[config.mk]
export PLATFORM = sky130hd
export DESIGN_NAME = pe_mac_ctrl
export DESIGN_NICKNAME = d
export VERILOG_FILES = /design/src/rtl/pe_pkg.sv /design/src/rtl/pe_mac_ctrl.sv
export SDC_FILE = /design/constraint.sdc
export NUM_CORES = 1
export LEC_CHECK = 0
export BUFFER_PORTS_ARGS = -buffer_cell sky130_fd_sc_hd__buf_4
export CAP_MARGIN = 40
export CORE_MARGIN = 2
export CORE_UTILIZATION = 58
export CTS_CLUSTER_SIZE = 28
export DETAILED_ROUTE_END_ITERATION = 16
export PLACE_DENSITY = 0.92
export SLEW_MARGIN = 20
export SYNTH_ARGS = -nofsm -noshare
export SYNTH_HDL_FRONTEND = slang
export SYNTH_SLANG_ARGS = --single-unit
[constraint.sdc]
create_clock -name clk -period 6.69 [get_ports clk]
set_input_delay 0.669 -clock clk [delete_from_list [all_inputs] [get_ports clk]]
set_output_delay 0.669 -clock clk [all_outputs]
set_load 0.03 [all_outputs]
[src/rtl/pe_pkg.sv]
// Shared widths, FSM state encoding and weight decode helper for the
// log-weight MAC controller and the external bit-shifter PE.
package pe_pkg;

    localparam int W_WT   = 4;
    localparam int W_ACT  = 8;
    localparam int W_PROD = 15;

    typedef enum logic [1:0] {
        ST_IDLE,
        ST_RUN,
        ST_DRAIN,
        ST_DONE
    } pe_state_t;

    // Shift code 0 means "zero weight" whatever the sign bit says.
    function automatic logic wt_is_zero(input logic [W_WT-1:0] wt);
        return wt[W_WT-2:0] == '0;
    endfunction

endpackage

[src/rtl/pe_mac_ctrl.sv]
// Dot-product controller: streams (weight, activation) pairs to an external
// bit-shifter PE, skips zero weights and accumulates the returned products.
module pe_mac_ctrl
    import pe_pkg::*;
#(
    parameter int N     = 9,
    parameter int ACC_W = 24,
    localparam int CNT_W = $clog2(N + 1)
) (
    input  logic              clk,
    input  logic              rst,
    input  logic              i_start,
    input  logic              i_clear,
    input  logic              i_valid,
    output logic              o_ready,
    input  logic [W_WT-1:0]   i_weight,
    input  logic [W_ACT-1:0]  i_activation,
    output logic              o_pe_skip,
    output logic [W_WT-1:0]   o_pe_weight,
    output logic [W_ACT-1:0]  o_pe_activation,
    input  logic [W_PROD-1:0] i_pe_product,
    output logic              o_valid,
    input  logic              i_ready,
    output logic [ACC_W-1:0]  o_sum,
    output logic [CNT_W-1:0]  o_skip_cnt,
    output logic              o_busy
);

    pe_state_t         state;
    logic [CNT_W-1:0]  pair_cnt;
    logic [CNT_W-1:0]  skip_cnt;
    logic [ACC_W-1:0]  acc;
    logic              pend;
    logic              ready_q;
    logic              valid_q;
    logic              busy_q;

    logic              xfer;
    logic              wt_zero;
    logic              issue;
    logic              last_pair;
    logic [ACC_W-1:0]  prod_ext;

    // ready_q is only ever high in RUN, so it doubles as the state qualifier.
    assign xfer      = ready_q & i_valid;
    assign wt_zero   = wt_is_zero(i_weight);
    assign issue     = xfer & ~wt_zero;
    assign last_pair = xfer && (pair_cnt == CNT_W'(N - 1));
    assign prod_ext  = {{(ACC_W - W_PROD){i_pe_product[W_PROD-1]}}, i_pe_product};

    // NOTE: every output gets its idle value first so no path leaves one unassigned (no latch).
    always_comb begin
        o_pe_skip       = 1'b1;
        o_pe_weight     = '0;
        o_pe_activation = '0;
        if (issue) begin
            o_pe_skip       = 1'b0;
            o_pe_weight     = i_weight;
            o_pe_activation = i_activation;
        end
    end

    // NOTE: all state is updated with <= so every branch sees pre-edge values.
    always_ff @(posedge clk or negedge rst) begin
        if (!rst) begin
            state    <= ST_IDLE;
            acc      <= '0;
            pair_cnt <= '0;
            skip_cnt <= '0;
            pend     <= 1'b0;
            ready_q  <= 1'b0;
            valid_q  <= 1'b0;
            busy_q   <= 1'b0;
        end else if (i_clear) begin
            state    <= ST_IDLE;
            acc      <= '0;
            pair_cnt <= '0;
            skip_cnt <= '0;
            pend     <= 1'b0;
            ready_q  <= 1'b0;
            valid_q  <= 1'b0;
            busy_q   <= 1'b0;
        end else begin
            // Product of the pair issued last cycle arrives now.
            pend <= issue;
            if (pend) begin
                acc <= acc + prod_ext;
            end

            case (state)
                ST_IDLE: begin
                    if (i_start) begin
                        state    <= ST_RUN;
                        acc      <= '0;
                        pair_cnt <= '0;
                        skip_cnt <= '0;
                        ready_q  <= 1'b1;
                        busy_q   <= 1'b1;
                    end
                end
                ST_RUN: begin
                    if (xfer) begin
                        pair_cnt <= pair_cnt + CNT_W'(1);
                        if (wt_zero) begin
                            skip_cnt <= skip_cnt + CNT_W'(1);
                        end
                        if (last_pair) begin
                            state   <= ST_DRAIN;
                            ready_q <= 1'b0;
                        end
                    end
                end
                ST_DRAIN: begin
                    state   <= ST_DONE;
                    valid_q <= 1'b1;
                end
                ST_DONE: begin
                    if (i_ready) begin
                        state   <= ST_IDLE;
                        valid_q <= 1'b0;
                        busy_q  <= 1'b0;
                    end
                end
                default: begin
                    state   <= ST_IDLE;
                    ready_q <= 1'b0;
                    valid_q <= 1'b0;
                    busy_q  <= 1'b0;
                end
            endcase
        end
    end

    assign o_ready    = ready_q;
    assign o_valid    = valid_q;
    assign o_busy     = busy_q;
    assign o_sum      = acc;
    assign o_skip_cnt = skip_cnt;

endmodule

==> impl_metrics.tcl, run 1 <==
set metrics [dict create \
    areaGrowthSynthToFinish_pct 24.7 \
    outcome "finished, final reports clean" \
    syn_area_mm2 0.00308 \
    post-route-drc-count 0 \
    nets 500 \
    crit_slowest_cell "fa_1" \
    p_sw_frac 0.378 \
    clockBufferDepth 2 \
    peakVddDrop_mv 0.180 \
    globalplace.congestion 0.897 \
    antenna_found_initial 0 \
    avgSynthCellArea_um2 8.41 \
    p_int_mw 0.540 \
    antenna_cells 0 \
    total_power_mw 0.868 \
    h-tree-depth 2 \
    final_area_mm2 0.00384 \
    r2r_slack_ps 3950 \
    pre_cts_ws_ps 3620 \
    crit_fanout 3 \
    die_y_um 76.8 \
    ys.flop_type "dfrtp_1" \
    grt_use_total 0.271 \
    fin_tns_setup_ps 0 \
    synthCells 366 \
    grt_pass1_wl_um 13100 \
    synthArstFlopShare 1.00 \
    critPathCapture "o_sum[20]" \
    powerDensity_mw_per_mm2 226 \
    ys_ff_latch 38 \
    power_frac_clock 0.290 \
    dr.first_iter.drc_count 290 \
    finalHoldViolations 0 \
    r2r_end "o_sum[20]" \
    setup_viol 0 \
    reg2reg_depth 9 \
    io_pins 77 \
    cts_tree "built" \
    max_stage_delay_ps 440 \
    via_per_inst 6.07 \
    finalClockSkew_ps 6.29 \
    synth.distinct_cells 47 \
    p_comb_frac 0.392 \
    crit_type "input pin to flop" \
    firstDrtPassIters 5 \
    cp.required_ps 6870 \
    relSlewSlack 0.523 \
    fin_crit_ps 2800 \
    reg2reg_from "o_sum[0]" \
    die-area_mm2 0.00591 \
    grt_pass1_vias 2950 \
    final_antenna_net_count 0 \
    synth_edf_count 0 \
    clk_pin_slew_ps 80 \
    dp_hpwl_um 5850 \
    cts_hold_buf 0 \
    clock-sinks 38 \
    drv_cap 0 \
    cts_resized 0 \
    drive_gt1_frac 0.215 \
    fin_crit_sh 0.419 \
    core_area_mm2 0.00511 \
    max_freq_mhz 357 \
    synth.yosys.seq_area_share 0.309 \
    cp_data_arrival_time_ps 2980 \
    grt_setup_unrepaired "no" \
    endpoint_kind "flop" \
    routed_wl_um 7940 \
    fill_cells 375 \
    syn_nets 430 \
    initial_core_util 0.603 \
    yosys_warnings 0 \
    power_switching_mw 0.328 \
    cts_setup_buffers 0 \
    slew_viol_final 0 \
    setup_ws_ps 3890 \
    row_count 26 \
    startpoint_type "input pin" \
    cts_root_buf "clkbuf_8" \
    port-buffer-count 76 \
    dpl-instance-area_mm2 0.00368 \
    grt.overflow.total 0 \
    wl_per_cell_um 15.7 \
    fin_cells 507 \
    power_frac_seq 0.318 \
    p_leak_nw 1.92 \
    dp_cells 498 \
    insertion_delay_ps 300 \
    startpoint "i_pe_product[0]" \
    worst_pin_slew_ps 715 \
    path_cells "buf_4 > ha_1 > fa_1 > a211oi_1 > o21ai_0 > a31oi_2 > o21ai_2 > o41ai_2 > xor2_1 > o21ai_1" \
    vias 3075 \
    die_width_um 76.8 \
    grt_start_max_net_pins 39 \
    cts_buffers 5 \
    hold_path.class "input pin to asynchronous set/reset pin" \
]
synth_stat cells (all sizes together) (3+ instances only):
cell | instances | area share
mux2i | 11 | 0.036
nand4 | 7 | 0.014
clkbuf | 10 | 0.012
a41oi | 3 | 0.0085
o21a | 3 | 0.0073
and2 | 10 | 0.020
o21bai | 4 | 0.0098
nand2 | 29 | 0.035
o21ai | 31 | 0.053
a21o | 12 | 0.029
nor2 | 37 | 0.045
a21oi | 30 | 0.050
or3 | 3 | 0.0061
nor2b | 4 | 0.0081
and3 | 5 | 0.010
nand2b | 4 | 0.0081
buf | 4 | 0.0061
dfrtp | 38 | 0.31
a211oi | 11 | 0.027
ha | 30 | 0.12
nand3b | 4 | 0.0098
xnor2 | 9 | 0.026
inv | 13 | 0.016
nand3 | 11 | 0.018
a31oi | 4 | 0.010
xor2 | 13 | 0.037
nor3 | 5 | 0.0081
logic make-up (layout without fill, tap and decap cells):
kind of cell               Yosys count  after routing  synth area share
AOI/OAI and AO/OA                  112            112             0.233
xor gates and xnor gates            22             22            0.0626
muxes                               12             12            0.0394
DFF                                 38             38             0.309
adders and majority gates           31             31             0.128
and+or+nand+nor                    123            123             0.192
buffers and inverters               28             99            0.0354
state kept, by name (all words and copies together) (netlist names):
register,count
pair_cnt,4
o_ready,1
state,2
o_sum,24
o_valid,1
o_busy,1
o_skip_cnt,4
pend,1
critical path, delay by kind of cell:
family	cells	cell delay, ps
buffers and inverters	1	110
xor gates and xnor gates	1	180
AOI/OAI and AO/OA	6	1350
adders and majority gates	2	670
layout by cell type (no fill, tap or decap), types with 3 or more instances in the layout:
master    instances
xnor2_1           9
o21bai_1          4
nor2_1           37
nand3b_1          4
or3_1             3
clkbuf_8          6
xor2_1           13
nand2_1          29
buf_4            76
and3_1            5
inv_1            13
dfrtp_1          38
a41oi_1           3
nand4_1           7
o21ai_0          28
a211oi_1         11
a31oi_1           3
a21o_1           12
nor3_1            5
ha_1             30
and2_1           10
mux2i_1          11
nand3_1          11
nor2b_1           4
o21a_1            3
nand2b_1          4
a21oi_1          29
power by group through the flow:
stage	clock, mW	sequential (mW)	combinational [mW]
after global placement	0	0.282	0.320
after floorplan	0	0.303	0.205
after CTS	0.252	0.280	0.333
after global routing	0.261	0.280	0.368
after detailed placement	0	0.284	0.331
final	0.251	0.276	0.340
through the flow:
| stage | hold WS [ps] | util |
|---|---|---|
| 6_report | 320 | 0.751 |
| 2_1_floorplan | 373 | - |
| 5_1_grt | 362 | 0.751 |
| 3_3_place_gp | 493 | 0.720 |
| 4_1_cts | 344 | 0.748 |
| 3_5_place_dp | 506 | 0.720 |
worst min-delay path by stage:
stage / from / end / cells past startpoint
after floorplan: rst / o_busy / 0
after global placement: o_sum[11] / o_sum[11] / 2
after detailed placement: o_sum[14] / o_sum[14] / 2
after CTS: rst / o_sum[10] / 1
after global routing: rst / o_sum[6] / 1
final: rst / o_sum[8] / 1
layout make-up:
type | count | area [µm²] | area share
clock inverter | 2 | 60.1 | 0.0157
inverter | 14 | 52.6 | 0.0137
tap | 70 | 87.6 | 0.0228
sequential | 38 | 951 | 0.248
clock buffer | 6 | 82.6 | 0.0215
timing repair buffer | 77 | 586 | 0.153
multi-input combinational | 300 | 2020 | 0.526
layer usage:
layer	GRT usage	share of wire
met5	0	0
met4	0.122	0.028
met3	0.0459	0.075
met2	0.463	0.48
met1	0.334	0.42
No activity file was read; power rests on OpenSTA's default activity.
==> inputs of run 2 (changes only) <==
--- a/config.mk
+++ b/config.mk
@@ -5,13 +5,14 @@
 export SDC_FILE = /design/constraint.sdc
 export NUM_CORES = 1
 export LEC_CHECK = 0
+export ABC_AREA = 1
 export BUFFER_PORTS_ARGS = -buffer_cell sky130_fd_sc_hd__buf_4
 export CAP_MARGIN = 40
 export CORE_MARGIN = 2
-export CORE_UTILIZATION = 58
+export CORE_UTILIZATION = 56
 export CTS_CLUSTER_SIZE = 28
 export DETAILED_ROUTE_END_ITERATION = 16
-export PLACE_DENSITY = 0.92
+export PLACE_DENSITY = 0.88
 export SLEW_MARGIN = 20
 export SYNTH_ARGS = -nofsm -noshare
 export SYNTH_HDL_FRONTEND = slang
==> constraint.sdc (replaced) <==
create_clock -name clk -period 2.9 [get_ports clk]
set_input_delay 0.29 -clock clk [delete_from_list [all_inputs] [get_ports clk]]
set_output_delay 0.29 -clock clk [all_outputs]
set_load 0.03 [all_outputs]
==> impl_metrics.tcl, run 2 <==
set metrics [dict create \
    outcome "finished, final reports clean" \
    yosys.area.top_type "dfrtp_1" \
    avgSynthCellArea_um2 6.09 \
    cts_buffers 5 \
    startpoint_type "flop" \
    areaGrowthSynthToFinish_pct 21.4 \
    synth_fa_ha_area_frac 0.109 \
    synth-xor-area-share 0.0169 \
    grt_start_max_net_pins 39 \
    yosys_warnings 0 \
    clk_pin_slew_ps 80 \
    syn_area_mm2 0.00363 \
    cts_root_buf "clkbuf_8" \
    synth.yosys.seq_area_share 0.262 \
    wl_met1_um 4120 \
    synthArstFlopShare 1.00 \
    h-tree-depth 2 \
    fin_cells 755 \
    die_width_um 84.5 \
    drive_gt1_frac 0.158 \
    fin_crit_sh 0.711 \
    synth_commonest_cells "171 x nand2_1, 128 x inv_1, 87 x nor2_1" \
    clock-sinks 38 \
    fin_tns_setup_ps 0 \
    max_freq_mhz 485 \
    wl_per_cell_um 12.8 \
    utilization 0.698 \
    cts_tree "built" \
    syn_nets 660 \
    largest_reg_flops 24 \
    grt_pass1_vias 3734 \
    cp_data_arrival_time_ps 2260 \
    wl_met2_um 4770 \
    row_count 29 \
    peakVddDrop_mv 0.386 \
    cts_resized 0 \
    synth_compound_area_frac 0.0800 \
    setup_viol 0 \
    crit_type "flop to flop" \
    yosys-top-cells-area "dfrtp_1 26%, nand2_1 18%, inv_1 13%" \
    insertion_delay_ps 310 \
    firstDrtPassIters 5 \
    ys.flop_type "dfrtp_1" \
    core_area_mm2 0.00631 \
    dr.first_iter.drc_count 230 \
    relSlewSlack 0.645 \
    grt.overflow.total 0 \
    grt_setup_unrepaired "no" \
    clockBufferDepth 2 \
    die-area_mm2 0.00714 \
    route.met3.wl_um 621 \
    synth.distinct_cells 34 \
    vias 3853 \
    slew_viol_final 0 \
    port-buffer-count 76 \
    endpoint_kind "flop" \
    p_leak_nw 2.69 \
    antenna_found_initial 0 \
    dp_hpwl_um 7800 \
    yosys.area_share.simple 0.390 \
    muxShareOfSynthArea 0 \
    via_per_inst 5.10 \
    drv_cap 0 \
    antenna_cells 0 \
    top_layer "met4" \
    ys_ff_latch 38 \
    final_antenna_net_count 0 \
    die_y_um 84.5 \
    finalClockSkew_ps 10.3 \
    finalHoldViolations 0 \
    mostFrequentLayoutCells "171 x nand2_1, 128 x inv_1, 87 x nor2_1, 80 x buf_4, 43 x nand3_1" \
    final_common_cell "nand2_1" \
    globalplace.congestion 0.916 \
    nets 741 \
    fin_crit_ps 2060 \
    initial_core_util 0.575 \
    hold_path.class "input pin to flop" \
    io_pins 77 \
    dp_cells 746 \
    synthCells 596 \
    synth_top_area_frac 0.262 \
    synth_edf_count 0 \
    cp.required_ps 3100 \
    grt_use_total 0.282 \
    worst_pin_slew_ps 532 \
    grt_pass1_wl_um 16600 \
    crit_fanout 4 \
    synth_top_family_by_area "simple AND/OR/NAND/NOR gates" \
    synth.most_common_cell "nand2_1" \
    powerDensity_mw_per_mm2 512 \
    post-route-drc-count 0 \
    routed_wl_um 9650 \
]
## run 2: layer usage
layer	up-vias	track usage
met5	-	0
met4	0	0.0678
met3	11	0.0462
met2	134	0.513
met1	1729	0.347
li1	1979	-
## run 2: report_power, final
group / switching (mW) / internal (mW)
Sequential: 0.0744 / 0.607
Combinational: 0.753 / 0.403
Clock: 0.223 / 0.196
Total: 1.05 / 1.21
## run 2: repair_timing
item | CTS | global route
hold buffers | 1 | 0
hold endpoints to repair | 38 | 0
buffers inserted | 0 | 0
## run 2: worst paths after layout
path	startpoint	endpoint	slack, ps	cells past startpoint
hold reg to reg	o_valid	o_valid	530	2
setup / recovery	o_sum[0]	o_sum[12]	840	13
setup reg to reg	o_sum[0]	o_sum[12]	840	13
max in group asynchronous	rst	o_sum[16]	2050	2
hold / removal	i_clear	pend	200	2
min in group asynchronous	rst	o_sum[3]	480	2
## run 2: worst max-delay path, cell delays in order, from the launching register on
cell and delay, ps:
dfrtp_1 410, ha_1 250, fa_1 410, nand2_1 100, nand2_1 70, and2_1 170, nand2_1 80, nand2_1 80
nand2_1 80, nand2_1 60, nand2_1 70, nand3_1 70, nand2_1 70, inv_1 40
## run 2: logic make-up after synthesis
logic type / count (synthesis)
flops: 38
buf+inv: 136
compound gates: 50
xor+xnor: 7
fa+ha+maj: 31
simple gates: 334
## run 2: metrics by stage
stage	instance area [µm²]	hold WS, ps	power (mW)	worst slack [ps]
2_1_floorplan	3630	-5.59	1.47	901
3_3_place_gp	4300	293	1.80	922
3_5_place_dp	4300	296	1.84	841
4_1_cts	4400	193	2.26	854
5_1_grt	4400	203	2.43	682
6_report	4400	197	2.26	838
## run 2: final cells by class
type                            count  area (µm²)
Clock inverter                      2        16.3
Tap cell                           77        96.3
Fill cell                         577        1910
Sequential cell                    38         951
Inverter                          129         484
Timing Repair Buffer               81         611
Clock buffer                        6        82.6
Multi-Input combinational cell    422        2160
